==> src/rtl/approx_add_pkg.sv <==
// Shared definitions for the approximate-adder arbiter: default sizes,
// request/response bundle layouts and the round-robin grant helper.
package approx_add_pkg;

  // Default operand width, number of bypassed LSBs and counter width.
  localparam int DEF_W     = 8;
  localparam int DEF_K     = 4;
  localparam int DEF_CNT_W = 16;

  // One requester's operation at the default width.
  typedef struct packed {
    logic [DEF_W-1:0] x;
    logic [DEF_W-1:0] y;
    logic             cin;
    logic             approx;
  } req_bundle_t;

  // One registered result at the default width (carry-out is the MSB of sum).
  typedef struct packed {
    logic [DEF_W:0] sum;
    logic           id;
    logic           approx;
  } rsp_bundle_t;

  // Two-way round-robin pick.
  // bit 0 = grant requester 0, bit 1 = grant requester 1.
  // A lone valid requester always wins; on contention, ptr names the winner.
  function automatic logic [1:0] rr_grant(input logic v0,
                                          input logic v1,
                                          input logic ptr);
    logic [1:0] g;
    g = 2'b00;
    if (v0 && v1) begin
      g = ptr ? 2'b10 : 2'b01;
    end else if (v0) begin
      g = 2'b01;
    end else if (v1) begin
      g = 2'b10;
    end
    return g;
  endfunction

endpackage

==> src/rtl/approx_add_core.sv <==
// Configurable lower-part-bypass adder. This is the only arithmetic in the
// block; the arbiter around it handles muxing, registering and counting.
//
// Exact mode:       sum = x + y + cin (zero-extended to W+1 bits).
// Approximate mode: the K low sum bits are copied from y, x[K-1] is used as
//                   a speculative carry into bit K, and cin is ignored.
// K must be in 1..W-1 so that both the bypassed and the added parts exist.
module approx_add_core #(
  parameter int W = 8,
  parameter int K = 4
) (
  input  logic [W-1:0] x,
  input  logic [W-1:0] y,
  input  logic         cin,
  input  logic         approx,
  output logic [W:0]   sum
);

  logic [W:0]     exact_sum;
  logic [W-K:0]   upper_sum;
  logic [K-1:0]   lower_sum;

  // Both candidate results are formed every cycle; mode selects one.
  always_comb begin
    exact_sum = {1'b0, x} + {1'b0, y} + {{W{1'b0}}, cin};
    lower_sum = y[K-1:0];
    upper_sum = {1'b0, x[W-1:K]} + {1'b0, y[W-1:K]} + {{(W-K){1'b0}}, x[K-1]};
    sum       = approx ? {upper_sum, lower_sum} : exact_sum;
  end

endmodule

==> src/rtl/approx_add_arbiter.sv <==
// Two-requester front end for one shared approximate adder.
//
// Handshake: a transfer happens on a channel in every cycle where its valid
// and ready are both high. Requesters must hold valid and payload stable
// until they see ready. The response channel holds sum/id/approx stable
// while rsp_valid is high and rsp_ready is low.
//
// The output buffer is a single entry. A new request may be accepted in the
// same cycle the held result is popped, so with rsp_ready tied high the
// block sustains one operation per cycle. Contention is resolved
// round-robin: after requester i is served, the other one has priority.
module approx_add_arbiter
  import approx_add_pkg::*;
#(
  parameter int W     = DEF_W,
  parameter int K     = DEF_K,
  parameter int CNT_W = DEF_CNT_W
) (
  input  logic             clock,
  input  logic             reset_n,
  input  logic             req0_valid,
  output logic             req0_ready,
  input  logic [W-1:0]     req0_x,
  input  logic [W-1:0]     req0_y,
  input  logic             req0_cin,
  input  logic             req0_approx,
  input  logic             req1_valid,
  output logic             req1_ready,
  input  logic [W-1:0]     req1_x,
  input  logic [W-1:0]     req1_y,
  input  logic             req1_cin,
  input  logic             req1_approx,
  output logic             rsp_valid,
  input  logic             rsp_ready,
  output logic [W:0]       rsp_sum,
  output logic             rsp_id,
  output logic             rsp_approx,
  output logic [CNT_W-1:0] approx_count
);

  // Width-parameterised views of the package bundles.
  typedef struct packed {
    logic [W-1:0] x;
    logic [W-1:0] y;
    logic         cin;
    logic         approx;
  } req_t;

  typedef struct packed {
    logic [W:0] sum;
    logic       id;
    logic       approx;
  } rsp_t;

  localparam logic [CNT_W-1:0] CNT_MAX = {CNT_W{1'b1}};

  req_t       req0;
  req_t       req1;
  req_t       sel;
  rsp_t       rsp_q;
  logic       rsp_valid_q;
  logic       ptr_q;
  logic       can_accept;
  logic [1:0] grant;
  logic       accept;
  logic [W:0] core_sum;
  logic [CNT_W-1:0] count_q;

  assign req0 = {req0_x, req0_y, req0_cin, req0_approx};
  assign req1 = {req1_x, req1_y, req1_cin, req1_approx};

  // Arbitration: grant only when the buffer is empty or being drained this
  // cycle. Ready is forced low while reset is asserted so nothing can be
  // accepted in a cycle whose state is about to be discarded.
  always_comb begin
    can_accept = !rsp_valid_q || rsp_ready;
    grant      = rr_grant(req0_valid, req1_valid, ptr_q);
    req0_ready = reset_n && can_accept && grant[0];
    req1_ready = reset_n && can_accept && grant[1];
    accept     = req0_ready || req1_ready;
    sel        = grant[1] ? req1 : req0;
  end

  approx_add_core #(
    .W (W),
    .K (K)
  ) u_core (
    .x      (sel.x),
    .y      (sel.y),
    .cin    (sel.cin),
    .approx (sel.approx),
    .sum    (core_sum)
  );

  // Output buffer, round-robin pointer and saturating approximate counter.
  always_ff @(posedge clock or negedge reset_n) begin
    if (!reset_n) begin
      rsp_valid_q <= 1'b0;
      rsp_q       <= '0;
      ptr_q       <= 1'b0;
      count_q     <= '0;
    end else if (accept) begin
      rsp_valid_q   <= 1'b1;
      rsp_q.sum     <= core_sum;
      rsp_q.id      <= grant[1];
      rsp_q.approx  <= sel.approx;
      ptr_q         <= ~grant[1];
      if (sel.approx && (count_q != CNT_MAX)) begin
        count_q <= count_q + 1'b1;
      end
    end else if (rsp_ready) begin
      rsp_valid_q <= 1'b0;
    end
  end

  assign rsp_valid    = rsp_valid_q;
  assign rsp_sum      = rsp_q.sum;
  assign rsp_id       = rsp_q.id;
  assign rsp_approx   = rsp_q.approx;
  assign approx_count = count_q;

endmodule
==> config.mk <==
export PLATFORM = sky130hd
export DESIGN_NAME = approx_add_arbiter
export DESIGN_NICKNAME = d
export VERILOG_FILES = /design/src/rtl/approx_add_pkg.sv /design/src/rtl/approx_add_core.sv /design/src/rtl/approx_add_arbiter.sv
export SDC_FILE = /design/constraint.sdc
export NUM_CORES = 1
export LEC_CHECK = 0
export CORE_MARGIN = 5
export CORE_UTILIZATION = 49
export DETAILED_ROUTE_END_ITERATION = 8
export GPL_ROUTABILITY_DRIVEN = 0
export GPL_TIMING_DRIVEN = 0
export HOLD_SLACK_MARGIN = 0.03
export PLACE_DENSITY = 0.86
export SKIP_CTS_REPAIR_TIMING = 1
export SYNTH_ARGS = -nofsm -noshare
export SYNTH_HDL_FRONTEND = slang
export SYNTH_HIERARCHICAL = 1
export SYNTH_SLANG_ARGS = --single-unit
==> constraint.sdc <==
create_clock -name clock -period 7.4 [get_ports clock]
set_clock_uncertainty 0.05 [all_clocks]
set_input_delay 1.11 -clock clock [delete_from_list [all_inputs] [get_ports clock]]
set_output_delay 1.11 -clock clock [all_outputs]
set_load 0.02 [all_outputs]
==> results.sh <==
export IMPL_grtUsageMet2=0.316
export IMPL_vdd_drop_max_v=0.000202
export IMPL_path_cells="clkdlybuf4s50_1, inv_1, o21ai_2, buf_4, mux2_2, fa_1, inv_1, fa_1, nor2b_4, o31a_1, o21ai_2, nand2_1, a31o_1, mux2_2"
export IMPL_crit_arrival_ps=4710
export IMPL_cts_root_buffer_cell="clkbuf_8"
export IMPL_seq_area_frac_synth=0.352
export IMPL_syn_area_um2=2060
export IMPL_core_area_um2=4030
export IMPL_grt_max_degree=33
export IMPL_period_share=0.622
export IMPL_first_global_vias=1778
export IMPL_finalNonFillerCells=317
export IMPL_start_kind="input port"
export IMPL_antenna_left=0
export IMPL_synth_edf_count=0
export IMPL_async_reset_ff_frac=1.00
export IMPL_routed_wirelength_um=4880
export IMPL_cts_buffer_depth=2
export IMPL_portBuffers=70
export IMPL_grt_use_met3=0.0441
export IMPL_layout_drive_gt1_share=0.228
export IMPL_dp_cells=310
export IMPL_tns_ps=0
export IMPL_path_max_fanout=10
export IMPL_nets=320
export IMPL_synth_top_area_share=0.352
export IMPL_num_rows=23
export IMPL_initial_core_util=0.512
export IMPL_clkLatencyLatePin_ps=280
export IMPL_cts_sinks=29
export IMPL_period_needed_ps=4600
export IMPL_worstPathRequired_ps=7510
export IMPL_synthTopCellsByCount="dfrtp_1 (29), mux2_2 (27), xnor2_1 (15)"
export IMPL_synthTopCellsByArea="dfrtp_1 (35%), mux2_2 (15%), xnor2_1 (6.4%), ha_1 (4.8%), fa_1 (3.9%)"
export IMPL_dieArea_um2=5610
export IMPL_cts_buffers=5
export IMPL_setup_viol=0
export IMPL_p_per_area_nw_per_um2=233
export IMPL_drc=0
export IMPL_whs_ps=439
export IMPL_drv_cap=0
export IMPL_area_growth_pct=40.9
export IMPL_crit_buf_inv=4
export IMPL_ys_types=47
export IMPL_tightest_slew_ps=687
export IMPL_dpl_hpwl_um=3920
export IMPL_grt_pass1_wl_um=8200
export IMPL_dpl_worst_slack_ps=2490
export IMPL_synth_nets=243
export IMPL_yosys_most_used_dff="dfrtp_1"
export IMPL_cp_top_family="compound AO/OA/AOI/OAI gates"
export IMPL_cts_tree="yes"
export IMPL_grt_usage=0.188
export IMPL_num_antenna_cells=0
export IMPL_h_tree_depth=2
export IMPL_setup_slack_ps=2800
export IMPL_vias=1709
export IMPL_chipHeight_um=74.9
export IMPL_path_class="input port to register"
export IMPL_via_per_inst=5.39
export IMPL_synth_area_per_cell_um2=10.9
export IMPL_rsz0062_at_grt="no"
export IMPL_grt_busiest_layer="met2"
export IMPL_synth_largest_area_cell="dfrtp_1"
export IMPL_hold_viol=0
export IMPL_antenna_found_initial=0
export IMPL_avgRoutedWirePerCell_um=15.4
export IMPL_die_w_um=74.9
export IMPL_power_leakage_nw=1.24
export IMPL_slew_headroom=0.542
export IMPL_hold_class="register to register"
export IMPL_run_status="completed"
export IMPL_slowest_stage="clkdlybuf4s50_1"
export IMPL_drt_pass1_iter_count=4
export IMPL_yosysWarnings=6
export IMPL_max_freq_ghz=0.217
export IMPL_ys_ff_latch=29
export IMPL_syn_inst=190
export IMPL_maxSlewViolCount=0
export IMPL_clk_pin_slew_ps=60
export IMPL_cp_end_kind="register"
export IMPL_finish_utilization=0.722
export IMPL_cpPeakStageDelay_ps=530
export IMPL_synth_most_common_cell="dfrtp_1"
export IMPL_grtUsageMet1=0.245
export IMPL_first_iter_violations=61
export IMPL_io_pins=71
export IMPL_grt_overflow=0
placed cells by master, fill, tap and decap left out, types with 4 or more instances in the layout:
| cell type | n |
|---|---|
| xnor2_1 | 15 |
| fa_1 | 4 |
| inv_1 | 11 |
| a21oi_1 | 6 |
| and3_1 | 7 |
| nor2_1 | 4 |
| dfrtp_1 | 29 |
| o21ai_0 | 4 |
| clkdlybuf4s50_1 | 69 |
| nand3_2 | 5 |
| nand2_1 | 14 |
| clkbuf_8 | 6 |
| ha_1 | 8 |
| mux2_2 | 27 |
logic make-up (layout without fill, tap and decap cells):
family	after synthesis	in the layout	share of synthesized area
AND/OR/NAND/NOR	51	51	0.158
AO/OA/AOI/OAI	33	33	0.122
multiplexers	30	30	0.163
flip-flops	29	29	0.352
XOR/XNOR	18	18	0.0764
buffers and inverters	17	94	0.0412
adder cells (fa/ha/maj)	12	12	0.0873
through the flow:
step                power [mW]  instance area [µm²]
floorplan                0.413                 2060
global placement         0.542                 2830
detailed placement       0.550                 2820
CTS                      0.683                 2910
global route             0.721                 2910
finish                   0.677                 2910
final timing paths:
kind                       cells past startpoint        from  slack (ps)                to
hold reg to reg                                1  rsp_approx         440        rsp_approx
hold / removal                                 1  rsp_approx         440        rsp_approx
max in group asynchronous                      1     reset_n        6030   approx_count[7]
setup reg to reg                              12       ptr_q        3830        rsp_sum[8]
min in group asynchronous                      1     reset_n         830  approx_count[12]
setup / recovery                              14  req0_valid        2800        rsp_sum[8]
state kept, by name, summed over array words and instances (netlist names):
| name | flops |
|---|---|
| rsp_sum | 9 |
| rsp_valid | 1 |
| rsp_approx | 1 |
| approx_count | 16 |
| rsp_id | 1 |
| ptr_q | 1 |
routing by layer:
layer | part of all wire | up-vias
met5 | 0 | -
met2 | 0.49 | 50
met1 | 0.44 | 823
met4 | 0.0078 | 0
met3 | 0.065 | 7
li1 | - | 829
final cells by class:
cell class / count / area [µm²]
plain buffers: 5 / 40.0
clock buffers: 7 / 86.3
fillers: 319 / 1120
inverters: 12 / 45.0
multi-input cells: 144 / 1250
flip-flops and latches: 29 / 726
well taps: 50 / 62.6
repair buffers: 70 / 696
where the power goes:
group	internal (mW)	switching [mW]	leakage (nW)
Sequential	0.198	0.0335	0.368
Combinational	0.166	0.147	0.830
Clock	0.0736	0.0583	0.0443
(Power assumes the default switching activity.)
